===== config.mk =====
export PLATFORM = sky130hd
export DESIGN_NAME = mem2_load_collect
export DESIGN_NICKNAME = d
export VERILOG_FILES = /design/src/rtl/mem2_load_collect_pkg.sv /design/src/rtl/mem2_load_collect_load_align.sv /design/src/rtl/mem2_load_collect.sv
export SDC_FILE = /design/constraint.sdc
export NUM_CORES = 1
export LEC_CHECK = 0
export ABC_CLOCK_PERIOD_IN_PS = 2300
export BUFFER_PORTS_ARGS = -buffer_cell sky130_fd_sc_hd__buf_2
export CAP_MARGIN = 20
export CELL_PAD_IN_SITES_DETAIL_PLACEMENT = 1
export CELL_PAD_IN_SITES_GLOBAL_PLACEMENT = 2
export CORE_MARGIN = 5
export CORE_UTILIZATION = 27
export DETAILED_ROUTE_END_ITERATION = 7
export PLACE_DENSITY = 0.87
export SETUP_SLACK_MARGIN = 0.1
export SLEW_MARGIN = 20
export SYNTH_ARGS = -nofsm -noshare
export SYNTH_HDL_FRONTEND = slang
export SYNTH_SLANG_ARGS = --single-unit

===== constraint.sdc =====
create_clock -name clk -period 2.3 [get_ports clk]
set_input_delay 0.23 -clock clk [delete_from_list [all_inputs] [get_ports clk]]
set_output_delay 0.23 -clock clk [all_outputs]
set_load 0.05 [all_outputs]

===== src/rtl/mem2_load_collect_pkg.sv =====
// Shared CPU definitions: load type bundle, size codes, collector states.
// Imported by the MEM2 load collector and its align/extend helper.
package CPU_Defines;

  typedef struct packed {
    logic       sign;
    logic [1:0] size;
  } load_type_t;

  localparam logic [1:0] SZ_NONE = 2'd0;
  localparam logic [1:0] SZ_BYTE = 2'd1;
  localparam logic [1:0] SZ_HALF = 2'd2;
  localparam logic [1:0] SZ_WORD = 2'd3;

  typedef enum logic [1:0] {
    ST_IDLE = 2'd0,
    ST_WAIT = 2'd1,
    ST_HOLD = 2'd2
  } lc_state_t;

endpackage


===== src/rtl/mem2_load_collect_load_align.sv =====
// Combinational align and sign/zero extend of a word-aligned read.
// Ports: rdata (word), off (byte offset), load_type (sign,size) -> data.
import CPU_Defines::*;

module load_align (
  input  logic [31:0] rdata,
  input  logic [1:0]  off,
  input  load_type_t  load_type,
  output logic [31:0] data
);

  logic [7:0]  b;
  logic [15:0] h;

  always_comb begin
    b    = rdata[{off, 3'b000} +: 8];
    h    = rdata[{off[1], 4'b0000} +: 16];
    data = '0;
    unique case (load_type.size)
      SZ_BYTE: data = {{24{load_type.sign & b[7]}}, b};
      SZ_HALF: data = {{16{load_type.sign & h[15]}}, h};
      SZ_WORD: data = rdata;
      default: data = '0;
    endcase
  end

endmodule


===== src/rtl/mem2_load_collect.sv =====
// MEM2 load collector: forwards/holds DCache load data, stalls while waiting.
// Ports: MEM2 fields, DCache resp, WB_Wr in; LoadStall/LoadData/LoadDataOk out.
import CPU_Defines::*;

module mem2_load_collect #(
  parameter int DROP_W = 2
) (
  input  logic        clk,
  input  logic        rst,
  input  logic        MEM2_Flush,
  input  logic        MEM2_Valid,
  input  logic [31:0] MEM2_ALUOut,
  input  load_type_t  MEM2_LoadType,
  input  logic [4:0]  MEM2_ExcType,
  input  logic        DCache_RValid,
  input  logic [31:0] DCache_RData,
  input  logic        WB_Wr,
  output logic        MEM2_LoadStall,
  output logic [31:0] MEM2_LoadData,
  output logic        MEM2_LoadDataOk
);

  localparam logic [DROP_W-1:0] DROP_MAX = '1;

  lc_state_t         state;
  logic [DROP_W-1:0] drop_cnt;
  logic [DROP_W-1:0] drop_nxt;
  logic [31:0]       held;
  logic [31:0]       aligned;
  logic              isload;
  logic              acc;
  logic              inc;
  logic              dec;

  load_align u_align (
    .rdata     (DCache_RData),
    .off       (MEM2_ALUOut[1:0]),
    .load_type (MEM2_LoadType),
    .data      (aligned)
  );

  assign isload = MEM2_Valid
                & (MEM2_LoadType.size != SZ_NONE)
                & (MEM2_ExcType == 5'd0)
                & ~MEM2_Flush;

  // Responses owed to killed loads are swallowed first.
  assign acc = DCache_RValid & (drop_cnt == '0);

  // A load leaving WAIT without its data leaves an orphan behind.
  assign inc = (state == ST_WAIT) & ~isload & ~acc;
  assign dec = DCache_RValid & (drop_cnt != '0);

  always_comb begin
    drop_nxt = drop_cnt;
    if (inc && !dec) begin
      if (drop_cnt != DROP_MAX)
        drop_nxt = drop_cnt + 1'b1;
    end else if (dec && !inc) begin
      drop_nxt = drop_cnt - 1'b1;
    end
  end

  always_comb begin
    MEM2_LoadStall  = 1'b0;
    MEM2_LoadDataOk = 1'b0;
    MEM2_LoadData   = '0;
    if (!rst && isload) begin
      if (state == ST_HOLD) begin
        MEM2_LoadDataOk = 1'b1;
        MEM2_LoadData   = held;
      end else if (acc) begin
        MEM2_LoadDataOk = 1'b1;
        MEM2_LoadData   = aligned;
      end else begin
        MEM2_LoadStall  = 1'b1;
      end
    end
  end

  always_ff @(posedge clk or posedge rst) begin
    if (rst) begin
      state    <= ST_IDLE;
      drop_cnt <= '0;
      held     <= '0;
    end else begin
      drop_cnt <= drop_nxt;
      unique case (state)
        ST_IDLE: begin
          if (isload) begin
            if (!acc) begin
              state <= ST_WAIT;
            end else if (!WB_Wr) begin
              held  <= aligned;
              state <= ST_HOLD;
            end
          end
        end
        ST_WAIT: begin
          if (!isload) begin
            state <= ST_IDLE;
          end else if (acc) begin
            held  <= aligned;
            state <= WB_Wr ? ST_IDLE : ST_HOLD;
          end
        end
        ST_HOLD: begin
          if (!isload || WB_Wr)
            state <= ST_IDLE;
        end
        default: state <= ST_IDLE;
      endcase
    end
  end

`ifndef SYNTHESIS
  always_ff @(posedge clk) begin
    if (!rst)
      assert (!(inc && !dec && drop_cnt == DROP_MAX))
        else $error("drop_cnt overflow");
  end
`endif

endmodule

== Yosys cells after proc, flatten, opt, wreduce, memory -nomap -nowiden ==
Cells that the tools add are included.

* Flip-flop bits (word level): 36
* Input port bits: 78
* Output and inout bits: 34
* Word-level logic and storage cells: 79

* Add/sub/neg operators: 2
* Eq/ne operators: 15
* Shift operators: 2
* Multiplexer cells: 27
* Bitwise logic cells: 12
* Reduce and logical (&&, ||, !) cells: 18

{| class="wikitable"
|+ Operators with widths
! kind !! count
|-
| 32-bit two-way mux || 8
|-
| 32-bit case mux with 3 select lines || 1
|-
| 32-bit case mux with 2 select lines || 1
|-
| 32-bit by 6-bit variable part select with 16-bit output || 1
|-
| 32-bit by 6-bit variable part select with 8-bit output || 1
|-
| 2-bit two-way mux || 10
|-
| 2-bit inequality test (second input constant) || 6
|-
| 1-bit AND || 9
|-
| 2-bit nonzero test || 4
|-
| 2-bit == test (second input constant) || 3
|-
| 1-bit two-way mux || 6
|-
| 3-bit inequality test (second input constant) || 2
|-
| 2-bit case mux with 3 select lines || 1
|-
| 6-bit AND reduction || 1
|-
| 5-bit logical NOT || 1
|-
| 2-bit by 1-bit == test with 1-bit output (second input constant) || 2
|-
| 1-bit logical NOT || 4
|-
| 2-bit logical NOT || 2
|-
| 2-bit by 1-bit inequality test with 1-bit output (second input constant) || 2
|-
| 4-bit AND reduction || 1
|-
| 1-bit logical AND || 3
|-
| 1-bit inverter || 3
|-
| 2-bit by 1-bit adder with 2-bit output (second input constant) || 1
|-
| 2-bit AND reduction || 1
|-
| 2 further kinds || 2
|}

== Depth between registers and ports, before layout ==
Gate-level depths: netlist of the first run.

* Word-level depth: 11
* Depth in mapped cells: 8
* Mapped depth without buffers: 4

== Cells and area by module ==
A second synthesis of the first run with hierarchy kept.

* Cell total of the unflattened synthesis: 281
* Area, all modules: 2668.8 um^2

{| class="wikitable"
|+ By module, submodules not included
! module !! instances !! cells each !! area each (um^2) !! sequential area each (um^2)
|-
| mem2_load_collect || 1 || 185 || 1956.9 || 900.9
|-
| load_align || 1 || 96 || 711.9 || 0.0
|}

== Worst setup path after synthesis of the first run ==
Ideal clock, no wire load.

* Path kind: input to output
* Start point: in MEM2_ExcType[2]
* End point: out MEM2_LoadStall
* Arrival: 2.391 ns
* Required time: 2.070 ns
* Path slack: -0.321 ns
* Stages on the path: 3
* Path buffers: 0
* Cells stage by stage: nor4b_2 -> nand3_1 -> nor4_1

* Cells in the longest elaborated chain, start to end: 5

{| class="wikitable"
|+ RTL lines
! element !! line !! source
|-
| start, declared || mem2_load_collect.sv:14 || <nowiki>input logic [4:0] MEM2_ExcType,</nowiki>
|-
| 5-bit logical NOT || mem2_load_collect.sv:44 || <nowiki>& (MEM2_ExcType == 5'd0)</nowiki>
|-
| 1-bit AND || mem2_load_collect.sv:44 ||
|-
| 1-bit AND || mem2_load_collect.sv:45 || <nowiki>& ~MEM2_Flush;</nowiki>
|-
| 1-bit logical AND || mem2_load_collect.sv:68 || <nowiki>if (!rst && isload) begin</nowiki>
|-
| 1-bit two-way mux || mem2_load_collect.sv:68 ||
|-
| end, declared || mem2_load_collect.sv:18 || <nowiki>output logic MEM2_LoadStall,</nowiki>
|}

No other way between the ends.

== Final worst setup path of the first run ==
* Start point: reg drop_cnt[0]
* End point: out MEM2_LoadData[6]

* Cells in the longest elaborated chain, start to end: 5

{| class="wikitable"
|+ RTL lines
! element !! line !! source
|-
| start, declared || mem2_load_collect.sv:26 || <nowiki>logic [DROP_W-1:0] drop_cnt;</nowiki>
|-
| start signal, assigned || mem2_load_collect.sv:87 || <nowiki>drop_cnt <= drop_nxt;</nowiki>
|-
| 2-bit logical NOT || mem2_load_collect.sv:48 || <nowiki>assign acc = DCache_RValid & (drop_cnt == '0);</nowiki>
|-
| 1-bit AND || mem2_load_collect.sv:48 ||
|-
| 32-bit two-way mux || mem2_load_collect.sv:72 || <nowiki>end else if (acc) begin</nowiki>
|-
| 32-bit two-way mux || mem2_load_collect.sv:69 || <nowiki>if (state == ST_HOLD) begin</nowiki>
|-
| 32-bit two-way mux || mem2_load_collect.sv:68 ||
|-
| end, declared || mem2_load_collect.sv:19 || <nowiki>output logic [31:0] MEM2_LoadData,</nowiki>
|}

No other way between the ends.

==> impl.org, run 1 <==
** Run status
- The run finished with clean final reports.

** Detailed routing
- The first detailed-routing pass took 4 iterations.
- Via total after detailed routing :: between 2,000 and 3,000
- For this run, design rule violations remaining after detail routing come to 0.
- In this run the remaining antenna-violating nets after routing total 0.
- Routed signal wires occupy layers up through met4.
- Summed over all layers, the routed wires come to about 9500 um.
- Wire length on met3 :: between 300 and 400 um
- Initial DRC count :: 89
- The detailed router put a total of between 4000 and 5000 um of wire on met1.
- After detailed routing, the met2 layer carries 4760 um of wire.
- Using the TritonRoute via totals, the vias-per-cell ratio works out to approximately 5.2.
- Routed length per instance :: between 15 and 20 um

** Place
- Cell Count Post-Placement :: approximately 500
- RD Place Congestion :: roughly 0.84
- Placed wire-length estimate :: 7330 um
- The count of buffers added on input and output ports is between 80 and 90.

** Synthesis
- Flops & latches, synth :: 36
- Top cell types by occurrence after synthesis :: 36 x dfrtp_1, 34 x nand2_1, 17 x a21oi_1, 17 x mux2i_1
- Averaged over all synthesized cells, the footprint is around 9.3 um^2.
- The number of nets handed over by synthesis was between 300 and 400.
- Largest area contributor in the synthesized netlist :: dfrtp_1
- After synthesis, flip-flops and latches occupy between 30% and 40% of the total area.
- During synthesis, Yosys emitted a total of 0 warnings.
- Count of unique library cells instantiated by Yosys :: 50
- The synthesized design contains 0 enable-type register cells.
- Post-Syn Area :: around 2600 um^2
- Share of synthesized registers carrying an async set or reset :: 100%
- Leading cell type by number of instances after synthesis :: dfrtp_1
- The synthesized design devotes to its leading area cell type roughly 34% of total area.
- Number of cells produced by synthesis :: 282
- Top area cells in the synthesized netlist :: dfrtp_1 34%, mux2i_1 6.5%, a22o_1 5.3%, a31o_1 5.3%, mux2_2 5.1%
- In the synthesized netlist the dominant register cell turns out to be dfrtp_1.

** STA
- The hold violation count in the final report came to 0.
- Setup repair after global routing left no endpoint under its margin.
- Max transition margin :: between 70% and 80%
- Derived from the worst setup path, the maximum achievable clock frequency is ~0.46 GHz.
- For the pin with the worst max-slew slack, the measured transition is ~0.39 ns.
- Summed negative setup slack over all endpoints :: 0 ns
- Clock tree skew after final layout :: 0.00129 ns
- The final count of pins violating max slew came to 0.
- In the finished design, the share of the clock period the worst path needs comes to between 90% and 100%.
- The smallest clock period supported by the final layout is computed as between 2 and 2.5 ns.
- Setup violation total in the final timing report :: 0

** Critical path
- Critical Path Stages :: 6
- The critical path goes through nor3b_2 > nand2_1 > nor3_2 > buf_12 > a22o_1 > buf_2.
- The worst register-to-register path has a setup slack of 0.28 ns.
- The critical path ends at MEM2_LoadData[6].
- Delay of the slowest cell on the worst path :: approximately 0.46 ns
- Worst path top cell family by delay :: simple AND/OR/NAND/NOR gates
- Together, buffers and inverters on the worst path number 2.
- Counting cells, the worst reg-to-reg path comes to 5.
- Startpoint types :: flop
- Launch point of the critical path :: drop_cnt[0]$_DFFE_PP0P_
- The worst register-to-register path begins at drop_cnt[0]$_DFFE_PP0P_.
- Required time at the worst-slack endpoint :: 2.07 ns
- At the worst endpoint, the arrival time is roughly 1.9 ns.
- The endpoint identified for the worst register-to-register timing path is held[8]$_DFFE_PP0P_.
- Of all nets on the critical path, the largest fanout is 16.
- Crit path kind :: reg2out
- The worst setup path is captured at a primary output.
- Crit-path slowest cell :: dfrtp_2

** Clocking
- TritonCTS built the clock tree.
- Latest clock arrival within the worst-skew pair :: between 0.2 and 0.3 ns
- Clock Path Buffers :: 2
- The H-tree was split into 2 levels.
- Clock tree synthesis inserted a total of 5 buffers.
- Clock-pin slew was measured on the worst setup and hold paths at ~0.080 ns.
- Clock tree root driver cell :: clkbuf_8
- The tree built by TritonCTS fans out to 36 sinks.

** Die
- Number of ports placed on the die boundary :: approximately 110
- Horiz. Die Dim :: 109 um
- Once the floorplan was initialized, standard cells occupied 27.3% of the core.
- The floorplan step defined a core boundary enclosing around 9600 um^2.
- Num rows :: 36
- Die ar. :: 11,800 um^2
- Measured along the y axis, the die boundary spans between 100 and 150 um.

** Layout
- Across the whole layout, storage elements account for about 900 um^2.
- The final layout contains 452 nets.
- Area taken by multi-input logic gates :: 1720 um^2
- The finished layout holds 509 standard cells, fillers aside.
- FILL cells :: roughly 1,200
- Fraction of final layout cells sized beyond drive strength 1 :: 43.2%
- Relative to the synthesized area, the layout overhead comes to 36.6%.

** Run
- Max-cap violations :: 0

** Global route
- The number of global-route vias before repair is approximately 2,900.
- Global-route usage over all layers :: approximately 16%
- Entering global routing, the biggest net connects 33 pins.
- Number of antenna violations at the first check in global routing :: 1
- The first global-routing pass estimated 15,100 um of wire.
- Leftover overflow at the end of global routing :: 0

** Power
- For this design the ratio of total power to cell area is 405 nW/um^2.
- Static leakage power :: 0.00159 uW
- Highest ir drop seen on vdd :: ~0.00023 V
- Post-layout power :: approximately 1500 uW

** Hold path
- The path class of the tightest hold or removal check is in2reg.
## through the flow
step / cell area [um^2] / worst slack (ns) / utilization, % / hold WS (ns)
floorplan: 2750 / 0.0373 / - / 0.302
global placement: 3410 / 0.199 / 35.3 / 0.289
detailed placement: 3410 / 0.144 / 35.3 / 0.294
CTS: 3550 / 0.145 / 36.9 / 0.144
global route: 3590 / 0.0635 / 37.2 / 0.151
finish: 3590 / 0.144 / 37.2 / 0.147
## metal layers
metal	vias up	GRT usage (%)
li1	1264	-
met1	1319	21.0
met2	60	27.3
met3	15	2.61
met4	0	6.04
met5	-	0
## logic make-up (layout without fill, tap and decap cells)
kind of cell | after synthesis | count (layout) | synth area share, %
muxes | 35 | 35 | 14.2
buffers and inverters | 27 | 120 | 5.05
AOI/OAI and AO/OA | 112 | 112 | 31.4
DFF | 36 | 36 | 34.3
and+or+nand+nor | 72 | 72 | 15.1
other | 0 | 1 | 0
## cell type report
cell class              instances  share of cell area [%]
well taps                     133                    4.64
flip-flops and latches         36                    25.2
multi-input cells             219                    47.9
repair buffers                107                    19.1
clock inverters                 2                   0.279
inverters                       5                   0.523
clock buffers                   6                    2.30
diodes                          1                  0.0697
## sequential cells by signal (all words and copies together) (netlist names)
register	count
drop_cnt	2
held	32
state	2
## cell usage in the layout (no fill, tap or decap), types with 2 or more instances in the layout
cell / count
clkinv_2: 2
mux2_2: 12
a221o_1: 7
dfrtp_2: 2
a22o_2: 8
nand2_1: 34
o211ai_1: 2
a21boi_4: 6
nor3_2: 2
a22o_1: 8
o21a_1: 2
nand3_1: 2
nor3b_2: 2
mux2i_1: 17
nor2_1: 10
buf_12: 3
mux2_1: 6
a31o_1: 16
a21boi_2: 10
a21oi_1: 17
buf_2: 65
or4b_4: 2
o21ai_0: 2
o21ai_1: 8
inv_1: 5
dfrtp_1: 34
nor3_1: 2
and2_1: 3
nor2b_1: 5
clkbuf_8: 6
buf_4: 37
a31oi_1: 16
## what timing repair did
| action | 4_1_cts | 5_1_grt |
|---|---|---|
| hold buffers | 1 | 0 |
| setup buffers | 0 | 3 |
| pin swaps | 0 | 1 |
| endpoints found under the hold margin | 9 | 0 |
| gates resized for setup | 17 | 4 |
| endpoints found under the setup margin | 32 | 26 |
## power breakdown
part	switching, uW	leakage, uW	internal, uW
Combinational	166	0.00105	122
Sequential	14.7	0.000494	660
Clock	252	0.0000510	240
Total	433	0.00159	1020
## how the worst min path moves through the flow
stage | startpoint | end | cells past startpoint
final | WB_Wr | state[1]$_DFFE_PP0P_ | 2
after detailed placement | rst | held[20]$_DFFE_PP0P_ | 2
after global routing | WB_Wr | state[1]$_DFFE_PP0P_ | 2
after global placement | rst | held[20]$_DFFE_PP0P_ | 2
after floorplan | WB_Wr | state[1]$_DFFE_PP0P_ | 1
after CTS | WB_Wr | state[1]$_DFFE_PP0P_ | 2
No activity file was read; power rests on OpenSTA's default activity.
==> run 2: changes to the inputs <==
CAP_MARGIN = not set   (was 20)
CELL_PAD_IN_SITES_DETAIL_PLACEMENT = not set   (was 1)
CELL_PAD_IN_SITES_GLOBAL_PLACEMENT = not set   (was 2)
CORE_UTILIZATION = 48   (was 27)
PLACE_DENSITY = not set   (was 0.87)
PLACE_DENSITY_LB_ADDON = 0.2   (was not set)
==> run 2 against run 1 <==
Net effect:
- cell count down 14%
- via count down 1.5%
- first-iteration DRC count up 85%
- largest power group unchanged
==> impl.org, run 2 (synthesized netlist as in run 1, its figures left out) <==
** Clocking
- TritonCTS clock tree :: built
- Latest clock arrival within the worst-skew pair :: approximately 0.29 ns
- Post-CTS repair timing setup buffer count :: 0
- After clock tree synthesis, the clock-pin slew on the worst setup and hold paths is around 0.070 ns.
- Counting the buffers created by CTS gives 5.
- The clock net in this run drives a total of 36 sinks.
- Clock Path Buffers :: 2
- Clock H-tree levels :: 2
- The tree is rooted in a clkbuf_8.
- Hold repair after CTS inserted 0 buffers.

** Detailed routing
- Routed length per instance :: 18.6 um
- The first TritonRoute pass finished after 4 iterations.
- Using the TritonRoute via totals, the vias-per-cell ratio works out to 5.98.
- For this block, the initial DRC count from the detailed router was between 150 and 200.
- Wires add up to approximately 8200 um.
- Via total after detailed routing :: around 2,600
- In this run the remaining antenna-violating nets after routing total 0.
- Residual DRC count :: 0

** Layout
- P&R area growth vs syn :: 31.2%
- In the final design database the tool counted 443 nets.
- The register with the most flip-flops in the layout has 32 of them.
- Fraction of final layout cells sized beyond drive strength 1 :: about two fifths
- In the final layout, the registers with the most flip-flops are held x32, drop_cnt x2, state x2.
- Register with the highest flop count :: held
- The number of antenna diodes in the final layout is 0.
- The layout has about 480 filler cells.
- The library cell used most frequently in the layout, excluding fill and tap cells, is buf_2.
- With fillers left out, the area of the finished cells amounts to approximately 3400 um^2.
- The top cell types in the final layout, fill and taps aside, are 58 x buf_2, 34 x nand2_1, 34 x dfrtp_1, 21 x buf_4.

** Critical path
- By startpoint and endpoint, the worst setup path is classified as reg2out.
- Required time at the worst-slack endpoint :: roughly 2.1 ns
- Crit. End Element :: primary output
- Max FO, Critical Path :: 16
- Data arrival time at the worst-slack endpoint :: 1.87 ns
- The worst setup path is launched from a flop.
- Cell chain of the critical path :: nor3b_2 > nand2_1 > buf_4 > a31o_1 > a21boi_2 > buf_2
- On the critical path, the stage with the largest delay is an instance of dfrtp_2.
- On the worst path, the slowest cell contributes a delay of 0.45 ns.

** STA
- Setup repair after global routing left no endpoint under its margin.
- Final worst-path cycle share :: 91.4%
- The hold violation count in the final report is 0.
- Adding up every negative setup slack in the final design gives 0 ns.
- Transition time of the tightest slew-check pin :: between 0.5 and 0.6 ns
- Setup violations remaining at the end of the flow were counted as 0.
- Clock tree skew after final layout :: about 0.0029 ns
- Final Max Tran Viols :: 0
- Final critical path time including I/O delays and setup :: 2.10 ns
- Based on the critical path, the design can be clocked at up to 0.475 GHz.
- Max transition margin :: between 60 and 70%

** Die
- Measured along the x axis, the die boundary spans approximately 84 um.
- Core Box Area :: between 5000 and 6000 um^2
- Number of ports placed on the die boundary :: roughly 110
- The floorplan has 27 rows.
- The die covers ~7000 um^2.
- For this configuration, the core starts out at a cell density of between 40 and 50%.
- Measured along the y axis, the die boundary spans between 80 and 90 um.

** Global route
- First-pass GRT wire length :: 14,000 um
- Largest net degree at the start of global routing :: 37
- The number of global-route vias before repair came to around 2,800.
- Leftover overflow at the end of global routing :: 0
- In the global route stage, overall resource usage came out at around 24%.
- The number of antenna violations at the first check in global routing is 0.

** Power
- Power spread over the standard cell area amounts to 410 nW/um^2.
- Across the VDD grid, the largest voltage drop is between 0.0003 and 0.0004 V.
- In this run the static leakage power is about 0.0015 uW.

** Place
- Detailed placement finished with a half-perimeter wire length of roughly 5800 um.
- The congestion estimate from routability-driven global placement came to about 0.90.
- Input and output buffers added on the ports amount to approximately 80.
- The placed instances occupy a cell area of between 3000 and 4000 um^2.

** Run
- Max-cap violations :: 0

** Hold path
- Worst hold path class :: in2async

** Run status
- The run finished with clean final reports.
==> run 2: changes by cell type in the layout (fill, tap and decap cells not counted) <==
cell / change
buf_4: -16
clkbuf_4: +16
buf_2: -7
clkbuf_1: +2
clkinv_2: -2
a21boi_1: +1
a21boi_2: -1
buf_6: -1
clkbuf_8: -1
clkinv_4: +1
diode_2: -1
dlygate4sd3_1: -1
o2bb2ai_1: -1
o2bb2ai_2: +1
==> run 2: path summary, 6_finish.rpt <==
check / start / endpoint / slack [ns] / depth (start not counted)
setup / recovery: drop_cnt[1]$_DFFE_PP0P_ / MEM2_LoadData[27] / 0.20 / 6
hold / removal: rst / state[0]$_DFFE_PP0P_ / 0.12 / 3
setup reg to reg: drop_cnt[1]$_DFFE_PP0P_ / held[13]$_DFFE_PP0P_ / 0.26 / 5
hold reg to reg: held[2]$_DFFE_PP0P_ / held[2]$_DFFE_PP0P_ / 0.49 / 1
max in group asynchronous: rst / drop_cnt[0]$_DFFE_PP0P_ / 1.83 / 3
min in group clk: WB_Wr / state[1]$_DFFE_PP0P_ / 0.14 / 2
==> run 2: timing repair <==
item,4_1_cts,5_1_grt
endpoints found under the setup margin,32,23
endpoints found under the hold margin,0,0
gates resized for setup,7,21
==> run 2: final cells by class <==
type,instances,area (um^2),share of cell area (%)
Multi-Input combinational cell,219,1720,50.0
Sequential cell,36,903,26.2
Timing Repair Buffer,98,628,18.2
Tap cell,72,90.1,2.61
Clock buffer,7,76.3,2.21
Inverter,5,18.8,0.544
Clock inverter,1,8.76,0.254
==> run 2: metal layers <==
metal / up-vias / share of wire, % / GRT usage [%] / wire length (um)
met5: - / 0 / 0 / 0
met4: 0 / 1.8 / 7.46 / 143
met3: 12 / 8.0 / 6.12 / 656
met2: 112 / 48 / 37.8 / 3880
met1: 1253 / 43 / 33.7 / 3480
li1: 1241 / - / - / -
==> run 2: power by group <==
part           switching, uW  total, uW  internal, uW
clock                    246        463           217
sequential              14.3        675           660
combinational            158        275           117
==> run 2: critical path: cells and delay by family, from the launching register on <==
family,cells,cell delay (ns)
buf+inv,2,0.48
flops,1,0.45
simple gates,2,0.34
compound gates,2,0.32
==> run 2: through the flow <==
stage | worst slack (ns) | hold WS [ns] | total power, uW | util [%] | instances
after floorplan | 0.0373 | 0.302 | 850 | - | 282
after global placement | 0.240 | 0.431 | 952 | 60.9 | 430
after detailed placement | 0.229 | 0.443 | 957 | 60.9 | 430
after CTS | 0.149 | 0.127 | 1410 | 62.8 | 438
after global routing | 0.102 | 0.161 | 1480 | 63.8 | 438
final | 0.197 | 0.118 | 1410 | 63.8 | 438
==> run 3: changes to the inputs <==
RECOVER_POWER = 100   (was not set)
==> run 3 against run 2 <==
Net effect:
- sequential power hardly changed
- final area is 1.3% lower
- register-to-register slack worse by 0.09 ns
- critical endpoint is now MEM2_LoadData[17]
- clock skew hardly changed
- die area stayed put
- fmax is 2.6% lower
- clock power hardly changed
==> impl.org, run 3 (synthesized netlist as in run 1, its figures left out) <==
** Run status
- Status :: finished clean

** Detailed routing
- After detailed routing, the average wire length per cell comes to between 15 and 20 um.
- Antenna-violating nets left :: 0
- The routed layout has 2,629 vias.
- After detailed routing, the total wire length is around 8100 um.
- Ratio of routed vias to standard cells :: about 6.0
- Initial DRC count :: between 150 and 200
- The pre-antenna-repair detailed-routing pass consisted of 4 iterations.
- Residual DRC count :: 0

** Power
- Combinational logic burns about a fifth of the power.
- Per report_power, the sequential group accounts for between 40% and 50% of the total.
- Sw Ratio :: between 20 and 30%
- Highest ir drop seen on vdd :: roughly 0.00037 V
- Net switching power :: 418 uW
- Internal power consumption :: around 1000 uW
- In this run the power density over the cells is just over 400 nW/um^2.
- Clock power frac :: 32.8%
- The analysis attributes to cell leakage a power of between 0.0015 and 0.002 uW.
- The design draws approximately 1400 uW.

** Layout
- In the layout the commonest cells are 47 x buf_2, 35 x dfrtp_1, 34 x nand2_1, 23 x clkbuf_2, 18 x buf_4.
- Fraction of final layout cells sized beyond drive strength 1 :: around 40%
- Diodes inserted :: 0
- From synthesis to final layout, the design area changed by 29.5%.
- Counting the fill cells in the layout gives just under 500.
- After the last flow step, the layout net total stands at between 400 and 500.
- Top Registers :: held x32, drop_cnt x2, state x2
- Most common library cell in the layout ignoring fill and taps :: buf_2
- Register with the highest flop count :: held
- Number of flip-flops under the largest register name :: 32

** Critical path
- Max FO, Critical Path :: 16
- Length in cells of the worst reg-to-reg path :: 5
- Startpoint types :: flop
- Data on the critical path is required at its endpoint by between 2 and 2.5 ns.
- Cell chain of the critical path :: nor3b_2 > nand2_1 > buf_4 > a31o_1 > a21boi_2 > clkbuf_2
- Delay of the slowest cell on the worst path :: between 0.4 and 0.5 ns
- Data arrival time at the worst-slack endpoint :: just under 2 ns
- Crit-path slowest cell :: dfrtp_1
- Worst path top cell family by delay :: buffers and inverters
- Crit path kind :: reg2out
- Critical Path Stages :: 6
- Crit. End Element :: primary output
- Sum of buffers and inverters on the critical path :: 2

** Die
- The floorplan step defined a die boundary enclosing 7050 um^2.
- In this run the standard cell core region covers between 5000 and 6000 um^2.
- Once the floorplan was initialized, standard cells occupied between 40% and 50% of the core.
- The die is around 84 um tall.
- Row generation in the floorplan step produced 27 rows.
- The die is 84.0 um wide.
- Number of ports placed on the die boundary :: around 110

** Clocking
- Counting along the longest clock path gives a buffer depth of 2.
- Clock-pin slew was measured on the worst setup and hold paths at 0.07 ns.
- TritonCTS built the clock tree.
- # clock sinks :: 36
- Clock latency on the worst-skew pair, taken at its later pin, is between 0.2 and 0.3 ns.
- The H-tree was split into 2 levels.
- Clock tree synthesis selected as its root buffer the cell clkbuf_8.
- CTS Hold Bufs :: 0
- Num CTS Buffers :: 5

** STA
- The hold violation count in the final report is 0.
- Setup repair after global routing missed its margin :: false
- Transition time of the tightest slew-check pin :: roughly 0.96 ns
- Max transition margin :: 36.1%
- The clock arrives with 0.00242 ns of skew.
- Final critical path time including I/O delays and setup :: between 2 and 2.5 ns
- In the finished design, the share of the clock period the worst path needs comes to 93.9%.
- Summed negative setup slack over all endpoints :: 0 ns
- For this run, the top clock speed supported by timing is ~0.46 GHz.
- Setup violation total in the final timing report :: 0
- Across all setup checks in the final design, the least slack found is about 0.14 ns.
- Final Max Tran Viols :: 0

** Place
- Pre-CTS setup slack :: approximately 0.23 ns
- Number of port buffers :: 81
- After legalization and detailed placement, the total HPWL measured 5760 um.
- RD Place Congestion :: approximately 0.9

** Global route
- Global-route usage over all layers :: 24.5%
- Number of antenna violations at the first check in global routing :: 0
- After global routing the overflow that remains totals 0.
- Via count of the first global-routing pass :: roughly 2,800
- The first global-routing pass estimated 14,000 um of wire.
- Largest net degree at the start of global routing :: 37

** Hold path
- The worst hold path was traced through 2 stages.
- Worst hold path class :: in2reg

** Run
- Across the run, the number of max-cap violations was 0.
-- run 3: cell count changes in the layout (fill, tap and decap cells not counted), sizes merged --
cell / change
clkbuf: +14
buf: -14
-- run 3: area by class of cell --
cell class / count / area [um^2] / area share [%]
tap: 72 / 90.1 / 2.65
clock buffer: 7 / 76.3 / 2.24
clock inverter: 1 / 8.76 / 0.257
timing repair buffer: 98 / 591 / 17.4
inverter: 5 / 18.8 / 0.552
sequential: 36 / 902 / 26.5
multi-input combinational: 219 / 1720 / 50.4
-- run 3: path summary, 6_finish.rpt --
path                                      endpoint                     from  slack [ns]
setup / recovery                 MEM2_LoadData[17]  drop_cnt[0]$_DFFE_PP0P_        0.14
hold / removal                state[1]$_DFFE_PP0P_                    WB_Wr        0.15
setup reg to reg              held[13]$_DFFE_PP0P_  drop_cnt[0]$_DFFE_PP0P_        0.17
hold reg to reg                held[2]$_DFFE_PP0P_      held[2]$_DFFE_PP0P_        0.49
max in group asynchronous  drop_cnt[1]$_DFFE_PP0P_                      rst        1.31
min in group asynchronous     held[16]$_DFFE_PP0P_                      rst        0.35
-- run 3: worst register-to-register path: stages (launching register included) --
cell and delay [ns]:
dfrtp_1 0.46, or4b_1 0.61, a21oi_4 0.15, and2_0 0.20, buf_12 0.22, mux2_2 0.38
-- run 3: power by group through the flow --
stage,sequential [uW],clock [uW],combinational (uW)
after floorplan,683,0,167
after global placement,686,0,267
after detailed placement,687,0,270
after CTS,674,465,271
after global routing,678,492,303
final,675,462,273
-- run 3: layer usage --
| layer | wire length (um) | global-route usage [%] | share of wire [%] | up-vias |
|---|---|---|---|---|
| met5 | 0 | 0 | 0 | - |
| met4 | 153 | 7.46 | 1.9 | 0 |
| met3 | 674 | 6.12 | 8.3 | 12 |
| met2 | 3880 | 37.8 | 48 | 107 |
| met1 | 3410 | 33.7 | 42 | 1271 |
| li1 | - | - | - | 1239 |
-- run 3: through the flow --
stage	utilization (%)	hold WS [ns]	cells	area, um^2
after global routing	62.9	0.165	438	3400
after detailed placement	60.9	0.443	430	3290
final	62.9	0.155	438	3400
after floorplan	-	0.302	282	2750
after CTS	62.8	0.127	438	3400
after global placement	60.9	0.431	430	3290
-- run 3: repair_timing --
item                                    CTS  global route
buffers inserted                          0             0
pin swaps                                 0             0
gates resized for setup                   7            21
endpoints found under the setup margin   32            23
